**src/rtl/ps2_host_tx.sv**
```systemverilog
// Host-to-device PS/2 transmitter: clock inhibit, start bit, 8 data bits LSB first,
// odd parity, stop bit, then device ACK sampling. Lines are driven open-drain via OEs.
module ps2_host_tx #(
  parameter int INHIBIT_CYCLES = 5000,
  parameter int TIMEOUT_CYCLES = 1000000,
  parameter int CNT_W          = 20
) (
  input  logic       clock,
  input  logic       reset,
  input  logic       tx_start,
  input  logic [7:0] tx_data,
  input  logic       ps2_clk_in,
  input  logic       ps2_data_in,
  output logic       ps2_clk_oe,
  output logic       ps2_data_oe,
  output logic       busy,
  output logic       done,
  output logic       tx_err
);

  typedef enum logic [2:0] {
    S_IDLE      = 3'd0,
    S_INHIBIT   = 3'd1,
    S_START     = 3'd2,
    S_SHIFT     = 3'd3,
    S_ACK       = 3'd4,
    S_WAIT_IDLE = 3'd5
  } state_t;

  localparam logic [CNT_W-1:0] INHIBIT_LAST = CNT_W'(INHIBIT_CYCLES - 1);
  localparam logic [CNT_W-1:0] TIMEOUT_LAST = CNT_W'(TIMEOUT_CYCLES - 1);

  // Odd parity bit: makes the total number of ones over data+parity odd.
  function automatic logic odd_parity(input logic [7:0] d);
    return ~(^d);
  endfunction

  state_t           state_r;
  logic             clk_meta_r;
  logic             clk_sync_r;
  logic             clk_prev_r;
  logic             data_meta_r;
  logic             data_sync_r;
  logic [8:0]       shadow_r;
  logic [3:0]       bit_idx_r;
  logic [CNT_W-1:0] cnt_r;
  logic             err_r;
  logic             fe_s;
  logic             timeout_s;

  // Two-flop synchronizers plus edge-history flop; preset to the idle (high) bus level.
  always_ff @(posedge clock) begin
    if (reset) begin
      clk_meta_r  <= 1'b1;
      clk_sync_r  <= 1'b1;
      clk_prev_r  <= 1'b1;
      data_meta_r <= 1'b1;
      data_sync_r <= 1'b1;
    end else begin
      clk_meta_r  <= ps2_clk_in;
      clk_sync_r  <= clk_meta_r;
      clk_prev_r  <= clk_sync_r;
      data_meta_r <= ps2_data_in;
      data_sync_r <= data_meta_r;
    end
  end

  assign fe_s      = clk_prev_r & ~clk_sync_r;
  assign timeout_s = (cnt_r == TIMEOUT_LAST);

  // Frame sequencer with registered bus enables and status outputs.
  always_ff @(posedge clock) begin
    if (reset) begin
      state_r     <= S_IDLE;
      ps2_clk_oe  <= 1'b0;
      ps2_data_oe <= 1'b0;
      busy        <= 1'b0;
      done        <= 1'b0;
      tx_err      <= 1'b0;
      shadow_r    <= 9'd0;
      bit_idx_r   <= 4'd0;
      cnt_r       <= '0;
      err_r       <= 1'b0;
    end else begin
      done   <= 1'b0;
      tx_err <= 1'b0;
      case (state_r)
        S_IDLE: begin
          ps2_clk_oe  <= 1'b0;
          ps2_data_oe <= 1'b0;
          cnt_r       <= '0;
          if (tx_start) begin
            shadow_r   <= {odd_parity(tx_data), tx_data};
            busy       <= 1'b1;
            ps2_clk_oe <= 1'b1;
            state_r    <= S_INHIBIT;
          end else begin
            busy <= 1'b0;
          end
        end
        S_INHIBIT: begin
          if (cnt_r == INHIBIT_LAST) begin
            ps2_data_oe <= 1'b1;
            cnt_r       <= '0;
            state_r     <= S_START;
          end else begin
            cnt_r <= cnt_r + CNT_W'(1);
          end
        end
        S_START: begin
          ps2_clk_oe <= 1'b0;
          bit_idx_r  <= 4'd0;
          cnt_r      <= '0;
          err_r      <= 1'b0;
          state_r    <= S_SHIFT;
        end
        S_SHIFT: begin
          if (fe_s) begin
            cnt_r     <= '0;
            bit_idx_r <= bit_idx_r + 4'd1;
            if (bit_idx_r == 4'd9) begin
              ps2_data_oe <= 1'b0;
              state_r     <= S_ACK;
            end else begin
              ps2_data_oe <= ~shadow_r[bit_idx_r];
            end
          end else if (timeout_s) begin
            ps2_clk_oe  <= 1'b0;
            ps2_data_oe <= 1'b0;
            done        <= 1'b1;
            tx_err      <= 1'b1;
            busy        <= 1'b0;
            state_r     <= S_IDLE;
          end else begin
            cnt_r <= cnt_r + CNT_W'(1);
          end
        end
        S_ACK: begin
          ps2_clk_oe  <= 1'b0;
          ps2_data_oe <= 1'b0;
          if (fe_s) begin
            err_r   <= data_sync_r;
            cnt_r   <= '0;
            state_r <= S_WAIT_IDLE;
          end else if (timeout_s) begin
            done    <= 1'b1;
            tx_err  <= 1'b1;
            busy    <= 1'b0;
            state_r <= S_IDLE;
          end else begin
            cnt_r <= cnt_r + CNT_W'(1);
          end
        end
        S_WAIT_IDLE: begin
          ps2_clk_oe  <= 1'b0;
          ps2_data_oe <= 1'b0;
          if (clk_sync_r && data_sync_r) begin
            done    <= 1'b1;
            tx_err  <= err_r;
            busy    <= 1'b0;
            state_r <= S_IDLE;
          end else if (fe_s) begin
            cnt_r <= '0;
          end else if (timeout_s) begin
            done    <= 1'b1;
            tx_err  <= 1'b1;
            busy    <= 1'b0;
            state_r <= S_IDLE;
          end else begin
            cnt_r <= cnt_r + CNT_W'(1);
          end
        end
        default: begin
          ps2_clk_oe  <= 1'b0;
          ps2_data_oe <= 1'b0;
          busy        <= 1'b0;
          state_r     <= S_IDLE;
        end
      endcase
    end
  end

endmodule
```
**config.mk**
```make
export PLATFORM = sky130hd
export DESIGN_NAME = ps2_host_tx
export DESIGN_NICKNAME = d
export VERILOG_FILES = /design/src/rtl/ps2_host_tx.sv
export SDC_FILE = /design/constraint.sdc
export NUM_CORES = 1
export LEC_CHECK = 0
export ABC_CLOCK_PERIOD_IN_PS = 3100
export CORE_UTILIZATION = 45
export DETAILED_ROUTE_END_ITERATION = 10
export PLACE_DENSITY_LB_ADDON = 0.1
export RECOVER_POWER = 50
export SLEW_MARGIN = 20
export SYNTH_ARGS = -nofsm -noshare
export SYNTH_HDL_FRONTEND = slang
export SYNTH_SLANG_ARGS = --single-unit
```
**constraint.sdc**
```tcl
create_clock -name clock -period 3.1 [get_ports clock]
set_input_delay 0.62 -clock clock [delete_from_list [all_inputs] [get_ports clock]]
set_output_delay 0.62 -clock clock [all_outputs]
set_load 0.005 [all_outputs]
```
==> impl_table.tex <==
\begin{tabular}{lr}
\hline
Metric & Value \\
\hline
\multicolumn{2}{l}{\textbf{Run status}} \\
Result of the run & finished clean \\
\multicolumn{2}{l}{\textbf{GRT}} \\
Pin count of the biggest net entering global routing & 21 \\
Overall routing resource usage & 21.3\% \\
Number of antenna violations at the first check in global routing & 0 \\
Aggregate global routing overflow & 0 \\
Vias in the first global route & 2051 \\
Global-route wire length before repair & 10.1 mm \\
\multicolumn{2}{l}{\textbf{Floorplan}} \\
Placement row count & 26 \\
Initial Utilization & 48.0\% \\
Vertical extent of the die & 76.8 um \\
Width of the die & 76.8 um \\
Die footprint & 5890 um\^{}2 \\
Core area & 5240 um\^{}2 \\
Number of primary I/O pins & 18 \\
\multicolumn{2}{l}{\textbf{Setup path}} \\
Peak fanout along the critical path & 12 \\
Worst EP required & 3280 ps \\
Largest stage delay, worst path & 550 ps \\
Worst-path cell with the longest stage delay & nor4\_1 \\
Critical path endpoint category & register \\
Startpoint of the lowest-slack register-to-register path & cnt\_r[6] \\
Critical-path cell list & nor4\_1, and4\_1, a41o\_1, or3\_2, a21oi\_1 \\
Kind of start point of the critical path & register \\
CP startpoint & cnt\_r[6] \\
Arrival time of the worst setup path & 2350 ps \\
Startpoint-to-endpoint class of the critical path & register to register \\
\multicolumn{2}{l}{\textbf{Routing}} \\
Number of vias per cell after detailed routing & 5.63 \\
DRT met1 WL & 3.15 mm \\
Met2 WL post-DR & 2.36 mm \\
Overall routed net length & 5.85 mm \\
DRC violations left & 0 \\
DRC violation total after the first TritonRoute iteration & 287 \\
DR top layer & met4 \\
Wire length on met3 & 283 um \\
Number of iterations in the first detailed-routing pass & 4 \\
Total vias in the final route & 2190 \\
Antenna violation net count after detailed routing & 0 \\
Detail-routed net length per standard cell & 15.0 um \\
\multicolumn{2}{l}{\textbf{Synth}} \\
Post-synthesis net count & 325 \\
Sequential share of the synthesized area & 37.4\% \\
Mean instance size in the synthesized netlist & 8.14 um\^{}2 \\
Synthesized instance count & 309 \\
Yosys warning total & 0 \\
Count of unique library cells instantiated by Yosys & 55 \\
Post-synthesis instance area & 2510 um\^{}2 \\
Post-synth ARST share & 0\% \\
EDFF count, synth & 0 \\
Ys flop type & dfxtp\_1 \\
Count of state elements after synthesis & 47 \\
\multicolumn{2}{l}{\textbf{Pwr}} \\
Worst voltage drop across the vdd grid & 0.338 mV \\
Power per unit of standard cell area & 479 nW/um\^{}2 \\
Cell leakage power & 0.944 nW \\
\multicolumn{2}{l}{\textbf{Cells and area}} \\
Total area of sequential cells & 941 um\^{}2 \\
Top library cells by usage in the layout, fill and taps aside & 47 x dfxtp\_1, 35 x nand2\_1, 29 x nor2\_1 \\
Fillers & 521 \\
Fraction of final layout cells with drive strength greater than 1 & 7.21\% \\
Area used by multi-input combinational logic & 1460 um\^{}2 \\
Final layout net count & 334 \\
Most common cell after layout, fill and taps aside & dfxtp\_1 \\
Area growth from synthesis to final layout & 11.8\% \\
End-of-flow core utilization & 53.7\% \\
Ant. Diodes & 0 \\
\multicolumn{2}{l}{\textbf{STA}} \\
RSZ-0062 raised after global routing & false \\
Transition at the pin with the smallest max-transition slack & 662 ps \\
Ratio of final minimum period to clock period & 70.1\% \\
Pins Over Slew Limit & 0 \\
Hold WS & 415 ps \\
Setup-violating endpoint count in the final report & 0 \\
Clock Skews & 7.96 ps \\
Relative max-transition margin & 55.6\% \\
Setup TNS after final layout & 0 ps \\
Maximum operating frequency & 460 MHz \\
Final-report hold violation count & 0 \\
Final period demand of the worst path & 2170 ps \\
\multicolumn{2}{l}{\textbf{Clocking}} \\
Insertion delay to the later sink of the worst-skew pair & 300 ps \\
Clock tree from TritonCTS & built \\
Buffer depth of the longest clock path & 2 \\
Root buf cell & clkbuf\_8 \\
Post\_cts resized & 0 \\
Post-CTS Setup Inserts & 0 \\
Total CTS buffers & 5 \\
Cts-stage hold buffer count & 0 \\
Number of sinks handled by clock tree synthesis & 47 \\
Clock edge transition at the registers on the reported setup and hold paths & 90 ps \\
Htree depth & 2 \\
\multicolumn{2}{l}{\textbf{Place}} \\
Final estimated routing congestion in global placement & 0.956 \\
PortBufs & 17 \\
Half-perimeter wire length after placement & 4.27 mm \\
\multicolumn{2}{l}{\textbf{Min path}} \\
Min-delay worst type & register to register \\
Hold Path Origin & clk\_meta\_r \\
\multicolumn{2}{l}{\textbf{Flow run}} \\
Count of maximum capacitance violations & 0 \\
\hline
\end{tabular}
==> cell usage after synthesis, drive strengths merged, types with 9 or more instances <==
cell / n / area (um^2)
dfxtp: 47 / 941
nor2: 29 / 109
xnor2: 15 / 131
clkbuf: 14 / 57.6
nand3: 12 / 60.1
o21ai: 10 / 50.1
a21oi: 25 / 125
nor3: 9 / 45.0
inv: 9 / 33.8
nand2: 35 / 131
nand4: 10 / 62.6
==> layer usage <==
metal / vias to the layer above / GRT usage [%]
met1: 992 / 32.9
li1: 1132 / -
met4: 0 / 5.77
met2: 60 / 29.6
met5: - / 0
met3: 6 / 3.57
==> cells by family after synthesis <==
family | after synthesis | synth area share (%)
flops | 47 | 37.4
compound gates | 63 | 15.9
fa+ha+maj | 3 | 1.49
mux | 3 | 2.19
simple gates | 147 | 31.3
buf+inv | 26 | 4.68
xor+xnor | 20 | 6.97
==> power by group <==
part	internal, W	switching (W)	leakage [nW]
Sequential	0.000636	0.0000389	0.382
Combinational	0.0000974	0.000121	0.504
Clock	0.000240	0.000213	0.0581
==> cell type report <==
| type | count | share of cell area (%) |
|---|---|---|
| multi-input combinational | 236 | 51.8 |
| sequential | 47 | 33.5 |
| timing repair buffer | 19 | 6.45 |
| tap | 70 | 3.11 |
| clock buffer | 5 | 2.45 |
| clock inverter | 3 | 1.56 |
| inverter | 9 | 1.20 |
==> final timing paths <==
| path | end | slack (ps) | depth (start not counted) |
|---|---|---|---|
| setup / recovery | cnt_r[0] | 930 | 5 |
| hold / removal | clk_sync_r | 410 | 1 |
| setup reg to reg | cnt_r[0] | 930 | 5 |
| hold reg to reg | clk_sync_r | 410 | 1 |
==> critical path, delay by kind of cell (launching register included) <==
family             cells  cell delay (ps)
DFF                    1              400
AOI/OAI and AO/OA      2              480
and+or+nand+nor        3             1170
==> stage by stage <==
step	instance area, um^2	setup WS (ps)	std cells	total power (W)
detailed placement	2700	929	381	0.000907
global route	2810	733	389	0.00141
floorplan	2510	1120	309	0.000839
global placement	2700	936	381	0.000907
finish	2810	927	389	0.00135
CTS	2820	918	389	0.00136
==> state kept, by name, summed over array words and instances (netlist names) <==
signal       cells
tx_err           1
shadow_r         9
data_sync_r      1
cnt_r           20
bit_idx_r        4
data_meta_r      1
state_r          3
busy             1
clk_prev_r       1
done             1
clk_sync_r       1
clk_meta_r       1
ps2_clk_oe       1
err_r            1
ps2_data_oe      1
No activity file was read; power rests on OpenSTA's default activity.
